==> src/rtl/cache_block_loader_if.sv <==
// Bundles the command, element-stream, RAM-write and status signals of the
// cache block loader; master is the command/stream source, slave is the loader.
interface cache_block_loader_if #(
  parameter int ELEMENT_WIDTH      = 32,
  parameter int ELEMENTS_PER_BLOCK = 4,
  parameter int LG_DEPTH           = 6
);
  logic                                        cmd_valid;
  logic                                        cmd_ready;
  logic [LG_DEPTH-1:0]                         cmd_base;
  logic [LG_DEPTH:0]                           cmd_blocks;
  logic                                        in_valid;
  logic                                        in_ready;
  logic [ELEMENT_WIDTH-1:0]                    in_data;
  logic                                        ram_en;
  logic                                        ram_we;
  logic [LG_DEPTH-1:0]                         ram_addr;
  logic [ELEMENT_WIDTH*ELEMENTS_PER_BLOCK-1:0] ram_din;
  logic                                        busy;
  logic                                        done;

  modport master (
    output cmd_valid, cmd_base, cmd_blocks, in_valid, in_data,
    input  cmd_ready, in_ready, ram_en, ram_we, ram_addr, ram_din, busy, done
  );

  modport slave (
    input  cmd_valid, cmd_base, cmd_blocks, in_valid, in_data,
    output cmd_ready, in_ready, ram_en, ram_we, ram_addr, ram_din, busy, done
  );
endinterface

==> src/rtl/cache_block_loader.sv <==
// Packs streamed element words into cache blocks and writes each finished
// block into one port of the configuration cache RAM at base+block (wrapping).
module cache_block_loader #(
  parameter int ELEMENT_WIDTH      = 32,
  parameter int ELEMENTS_PER_BLOCK = 4,
  parameter int LG_EPB             = 2,
  parameter int DEPTH              = 64,
  parameter int LG_DEPTH           = 6
) (
  input logic                 clk,
  input logic                 rst_n,
  cache_block_loader_if.slave bus
);
  localparam int                BLOCK_WIDTH = ELEMENT_WIDTH * ELEMENTS_PER_BLOCK;
  localparam logic [LG_DEPTH:0] MAX_BLOCKS  = (LG_DEPTH+1)'(DEPTH);

  typedef enum logic [1:0] {IDLE, FILL, WRITE, DONE} state_t;

  state_t                 state;
  state_t                 state_next;
  logic [LG_EPB-1:0]      ecnt;
  logic [LG_DEPTH-1:0]    bcnt;
  logic [LG_DEPTH-1:0]    base;
  logic [LG_DEPTH:0]      count;
  logic [BLOCK_WIDTH-1:0] buffer;
  logic                   cmd_fire;
  logic                   in_fire;
  logic                   last_block;

  assign cmd_fire   = (state == IDLE) && bus.cmd_valid;
  assign in_fire    = (state == FILL) && bus.in_valid;
  assign last_block = ({1'b0, bcnt} == count - (LG_DEPTH+1)'(1));

  always_ff @(posedge clk or negedge rst_n) begin
    if (!rst_n) begin
      state <= IDLE;
    end else begin
      state <= state_next;
    end
  end

  // Handshake and RAM strobes come only from the registered state, so no
  // output has a combinational path from cmd_valid or in_valid.
  always_comb begin
    state_next    = state;
    bus.cmd_ready = 1'b0;
    bus.in_ready  = 1'b0;
    bus.ram_en    = 1'b0;
    bus.ram_we    = 1'b0;
    bus.busy      = 1'b0;
    bus.done      = 1'b0;
    case (state)
      IDLE: begin
        bus.cmd_ready = 1'b1;
        if (bus.cmd_valid) begin
          state_next = (bus.cmd_blocks == '0) ? DONE : FILL;
        end
      end
      FILL: begin
        bus.in_ready = 1'b1;
        bus.busy     = 1'b1;
        if (bus.in_valid && (&ecnt)) begin
          state_next = WRITE;
        end
      end
      WRITE: begin
        bus.ram_en = 1'b1;
        bus.ram_we = 1'b1;
        bus.busy   = 1'b1;
        state_next = last_block ? DONE : FILL;
      end
      DONE: begin
        bus.done   = 1'b1;
        state_next = IDLE;
      end
      default: state_next = IDLE;
    endcase
  end

  assign bus.ram_addr = base + bcnt;
  assign bus.ram_din  = buffer;

  // ecnt wraps to lane 0 by itself after the last lane since the block size
  // is a power of two; out-of-range counts are clamped to a full sweep.
  always_ff @(posedge clk or negedge rst_n) begin
    if (!rst_n) begin
      ecnt   <= '0;
      bcnt   <= '0;
      base   <= '0;
      count  <= '0;
      buffer <= '0;
    end else begin
      if (cmd_fire) begin
        base  <= bus.cmd_base;
        count <= (bus.cmd_blocks > MAX_BLOCKS) ? MAX_BLOCKS : bus.cmd_blocks;
        ecnt  <= '0;
        bcnt  <= '0;
      end
      if (in_fire) begin
        buffer[int'(ecnt)*ELEMENT_WIDTH +: ELEMENT_WIDTH] <= bus.in_data;
        ecnt <= ecnt + LG_EPB'(1);
      end
      if ((state == WRITE) && !last_block) begin
        bcnt <= bcnt + LG_DEPTH'(1);
      end
    end
  end
endmodule

==> src/flat_wrapper.sv <==
// flat-port wrapper written by rule: the top's interface ports become plain ports
module cache_block_loader_flat 
#(
  parameter int ELEMENT_WIDTH      = 32,
  parameter int ELEMENTS_PER_BLOCK = 4,
  parameter int LG_EPB             = 2,
  parameter int DEPTH              = 64,
  parameter int LG_DEPTH           = 6
)
  (clk, rst_n, bus_cmd_valid, bus_cmd_base, bus_cmd_blocks, bus_in_valid, bus_in_data, bus_cmd_ready, bus_in_ready, bus_ram_en, bus_ram_we, bus_ram_addr, bus_ram_din, bus_busy, bus_done);
  cache_block_loader_if #(.ELEMENT_WIDTH(ELEMENT_WIDTH), .ELEMENTS_PER_BLOCK(ELEMENTS_PER_BLOCK), .LG_DEPTH(LG_DEPTH)) bus_i ();
  input logic clk;
  input logic rst_n;
  input wire logic [$bits(bus_i.cmd_valid)-1:0] bus_cmd_valid;
  input wire logic [$bits(bus_i.cmd_base)-1:0] bus_cmd_base;
  input wire logic [$bits(bus_i.cmd_blocks)-1:0] bus_cmd_blocks;
  input wire logic [$bits(bus_i.in_valid)-1:0] bus_in_valid;
  input wire logic [$bits(bus_i.in_data)-1:0] bus_in_data;
  output wire logic [$bits(bus_i.cmd_ready)-1:0] bus_cmd_ready;
  output wire logic [$bits(bus_i.in_ready)-1:0] bus_in_ready;
  output wire logic [$bits(bus_i.ram_en)-1:0] bus_ram_en;
  output wire logic [$bits(bus_i.ram_we)-1:0] bus_ram_we;
  output wire logic [$bits(bus_i.ram_addr)-1:0] bus_ram_addr;
  output wire logic [$bits(bus_i.ram_din)-1:0] bus_ram_din;
  output wire logic [$bits(bus_i.busy)-1:0] bus_busy;
  output wire logic [$bits(bus_i.done)-1:0] bus_done;
  assign bus_i.cmd_valid = bus_cmd_valid;
  assign bus_i.cmd_base = bus_cmd_base;
  assign bus_i.cmd_blocks = bus_cmd_blocks;
  assign bus_i.in_valid = bus_in_valid;
  assign bus_i.in_data = bus_in_data;
  assign bus_cmd_ready = bus_i.cmd_ready;
  assign bus_in_ready = bus_i.in_ready;
  assign bus_ram_en = bus_i.ram_en;
  assign bus_ram_we = bus_i.ram_we;
  assign bus_ram_addr = bus_i.ram_addr;
  assign bus_ram_din = bus_i.ram_din;
  assign bus_busy = bus_i.busy;
  assign bus_done = bus_i.done;
  cache_block_loader #(.ELEMENT_WIDTH(ELEMENT_WIDTH), .ELEMENTS_PER_BLOCK(ELEMENTS_PER_BLOCK), .LG_EPB(LG_EPB), .DEPTH(DEPTH), .LG_DEPTH(LG_DEPTH)) u_core (.clk(clk), .rst_n(rst_n), .bus(bus_i));
endmodule
==> config.mk <==
export PLATFORM = sky130hd
export DESIGN_NAME = cache_block_loader_flat
export DESIGN_NICKNAME = d
export VERILOG_FILES = /design/src/rtl/cache_block_loader_if.sv /design/src/rtl/cache_block_loader.sv /design/src/flat_wrapper.sv
export SDC_FILE = /design/constraint.sdc
export NUM_CORES = 1
export LEC_CHECK = 0
export BUFFER_PORTS_ARGS = -buffer_cell sky130_fd_sc_hd__buf_2
export CAP_MARGIN = 40
export CORE_MARGIN = 2
export CORE_UTILIZATION = 40
export CTS_CLUSTER_DIAMETER = 30
export DETAILED_ROUTE_END_ITERATION = 6
export PLACE_DENSITY = 0.72
export SKIP_CTS_REPAIR_TIMING = 1
export SLEW_MARGIN = 0
export SYNTH_ARGS = -nofsm -noshare
export SYNTH_HDL_FRONTEND = slang
export SYNTH_SLANG_ARGS = --single-unit
==> constraint.sdc <==
create_clock -name clk -period 1.94 [get_ports clk]
set_input_delay 0.291 -clock clk [delete_from_list [all_inputs] [get_ports clk]]
set_output_delay 0.291 -clock clk [all_outputs]
set_load 0.1 [all_outputs]
==> results_dict.tcl <==
set metrics [dict create \
    worstSetupPathType "flip-flop to output port" \
    async_flop_share 1.00 \
    fin_util 0.568 \
    root_buffer "clkbuf_16" \
    cts_tree "done" \
    arrival_ns 2.10 \
    required_ns 1.65 \
    drc 0 \
    io_buffers 188 \
    clock_skew_ns 0.0121 \
    die_height_um 127 \
    slew_headroom 0.655 \
    synthFlopType "dfrtp_1" \
    drive_gt1_frac 0.453 \
    slew_violations 0 \
    syn_nets 524 \
    met3_usage 0.0477 \
    fin_area_sq_um 8540 \
    dieArea_sq_um 16200 \
    netlist.area_leader.share 0.622 \
    cts.sinks 151 \
    grt_util_met1 0.273 \
    setup_slack_ns -0.450 \
    start_util 0.404 \
    grt_usage 0.205 \
    finalHoldViolCount 0 \
    ys_warn_count 0 \
    cp-start-kind "flip-flop" \
    fillers 1208 \
    vias 4906 \
    synth_largest_area_cell "dfrtp_1" \
    syn_inst 458 \
    synth_cell_type_count 44 \
    antenna_found_initial 0 \
    grt.busiest_layer "met2" \
    rows 45 \
    synth-edff-count 0 \
    io_pins 189 \
    synthToLayoutAreaGrowth_pct 40.6 \
    fmax_mhz 418 \
    place_congestion 0.839 \
    ant_nets 0 \
    clkTransAtPathRegs_ns 0.06 \
    drtIter0Drc 335 \
    status "finished with violations" \
    max_cap_violations 0 \
    dieWidth_um 127 \
    clockBufferDepth 2 \
    finalSetupViolCount 12 \
    cts_made_buffers 17 \
    worstSkewPairLatency_ns 0.43 \
    synth_area_leaders "dfrtp_1 (62%), a22o_1 (18%), ha_1 (3.3%), clkbuf_1 (1.8%), mux2_2 (1.3%)" \
    regArea_sq_um 3780 \
    place.detailed.hpwl_mm 11.0 \
    violations "negative setup slack" \
    fin_crit_sh 1.23 \
    rsz0062_at_grt "yes" \
    worst_slew_pin_slew_ns 0.521 \
    core_sq_um 15000 \
    multi_input_area_sq_um 2430 \
    synth_area_sq_um 6070 \
    grt_start_max_net_pins 58 \
    final.min_clock_period_ns 2.39 \
    grt_overflow 0 \
    avgSynthCellArea_sq_um 13.3 \
    viasPerCell 5.59 \
    grt_pass1_wl_mm 26.1 \
    wl_mm 16.8 \
    whs_ns 0.0994 \
    path_max_fanout 2 \
    ys_seq_elements 151 \
    nNetsFinal 742 \
    grt_pass1_vias 4869 \
    crit_path_end_kind "output port" \
    ys_seq_area_frac 0.622 \
    place_ws_ns -0.227 \
    use_met2 0.333 \
    diodes 0 \
    cts_htree_levels 4 \
    drt_first_pass_iters 4 \
    hp-class "primary input to flip-flop" \
    placed_cell_area_sq_um 7790 \
    detail_route.wl_per_cell_um 19.2 \
]
routing by layer:
metal / vias up / routed length [um]
met4: 0 / 275
met3: 20 / 974
met2: 184 / 8370
met1: 2544 / 7200
li1: 2158 / -
met5: - / 0
through the flow:
stage	setup TNS (ns)	instances
after global routing	-3.36	877
after floorplan	-5.61	458
after global placement	-0.869	839
after detailed placement	-1.34	839
after CTS	-3.18	871
final	-2.37	877
state kept, by name (all words and copies together), names as in the netlist:
register / cells
u_core.bus.ram_din: 128
u_core.ecnt: 2
u_core.count: 7
u_core.base: 6
u_core.state: 2
u_core.bcnt: 6
synthesized netlist by cell type, types with 2 or more instances:
cell,count
o221ai_1,2
a22o_1,128
ha_1,16
or4_1,3
nand2b_1,10
clkbuf_1,29
a21oi_1,5
a311o_1,2
nor2_1,3
nor4b_1,3
mux2_2,7
inv_1,19
and3_1,2
nand2_1,20
mux2i_1,2
a21o_1,3
o211ai_1,3
nor4_1,3
xor2_1,3
or3_1,2
o21ai_0,7
xnor2_1,8
nand3_1,6
dfrtp_1,151
o311ai_0,2
critical path: stages (launching register included):
cell and delay [ns]:
dfrtp_1 0.38, ha_1 0.29, a21o_1 0.16, a21oi_2 0.14
o21bai_1 0.10, a21oi_2 0.25, xnor2_4 0.16, buf_12 0.19
final timing paths:
check	startpoint	end	slack (ns)	depth (start not counted)
max in group asynchronous	rst_n	u_core.bcnt[4]$_DFFE_PN0P_	0.92	3
worst min register to register	u_core.bus.ram_din[54]$_DFFE_PN0P_	u_core.bus.ram_din[54]$_DFFE_PN0P_	0.50	1
worst min-delay path	bus_cmd_base[1]	u_core.base[1]$_DFFE_PN0P_	0.1	2
min in group asynchronous	rst_n	u_core.bus.ram_din[113]$_DFFE_PN0P_	0.37	2
worst max-delay path	u_core.bcnt[1]$_DFFE_PN0P_	bus_ram_addr[5]	-0.45	7
worst max register to register	u_core.count[3]$_DFFE_PN0P_	u_core.state[1]$_DFFE_PN0P_	-0.24	5
cell usage in the layout (no fill, tap or decap), drive strengths merged, types with 2 or more instances in the layout:
cell        n
nand2b     10
o211ai      3
xor2        3
or4         3
o21ai       7
xnor2       8
mux2        7
mux2i       2
nor4        3
inv        19
and3        2
nor4b       3
clkbuf     24
or3         3
nor2        3
clkinv      4
nand2      20
o221ai      2
a21o        3
ha         16
nand3       6
buf       226
a311o       2
o311ai      2
a21oi       5
a22o      128
bufinv      2
clkinvlp    4
dfrtp     151
cell type report:
class                      count  area share
multi-input combinational    258       0.285
clock inverter                10      0.0139
sequential                   151       0.442
tap                          188      0.0275
clock buffer                  22      0.0555
timing repair buffer         229       0.167
inverter                      19     0.00879
kinds of logic (layout without fill, tap and decap cells):
kind of cell             after synthesis  after routing  synth area share
AO/OA/AOI/OAI                        164            164             0.228
flip-flops                           151            151             0.622
AND/OR/NAND/NOR                       57             57            0.0507
buffers and inverters                 49            280            0.0309
adder cells (fa/ha/maj)               17             17            0.0363
XOR/XNOR                              11             11            0.0159
multiplexers                           9              9            0.0163
Power is not shown: default switching activity piles up to over one toggle a cycle in this logic, so the estimate is an artifact.
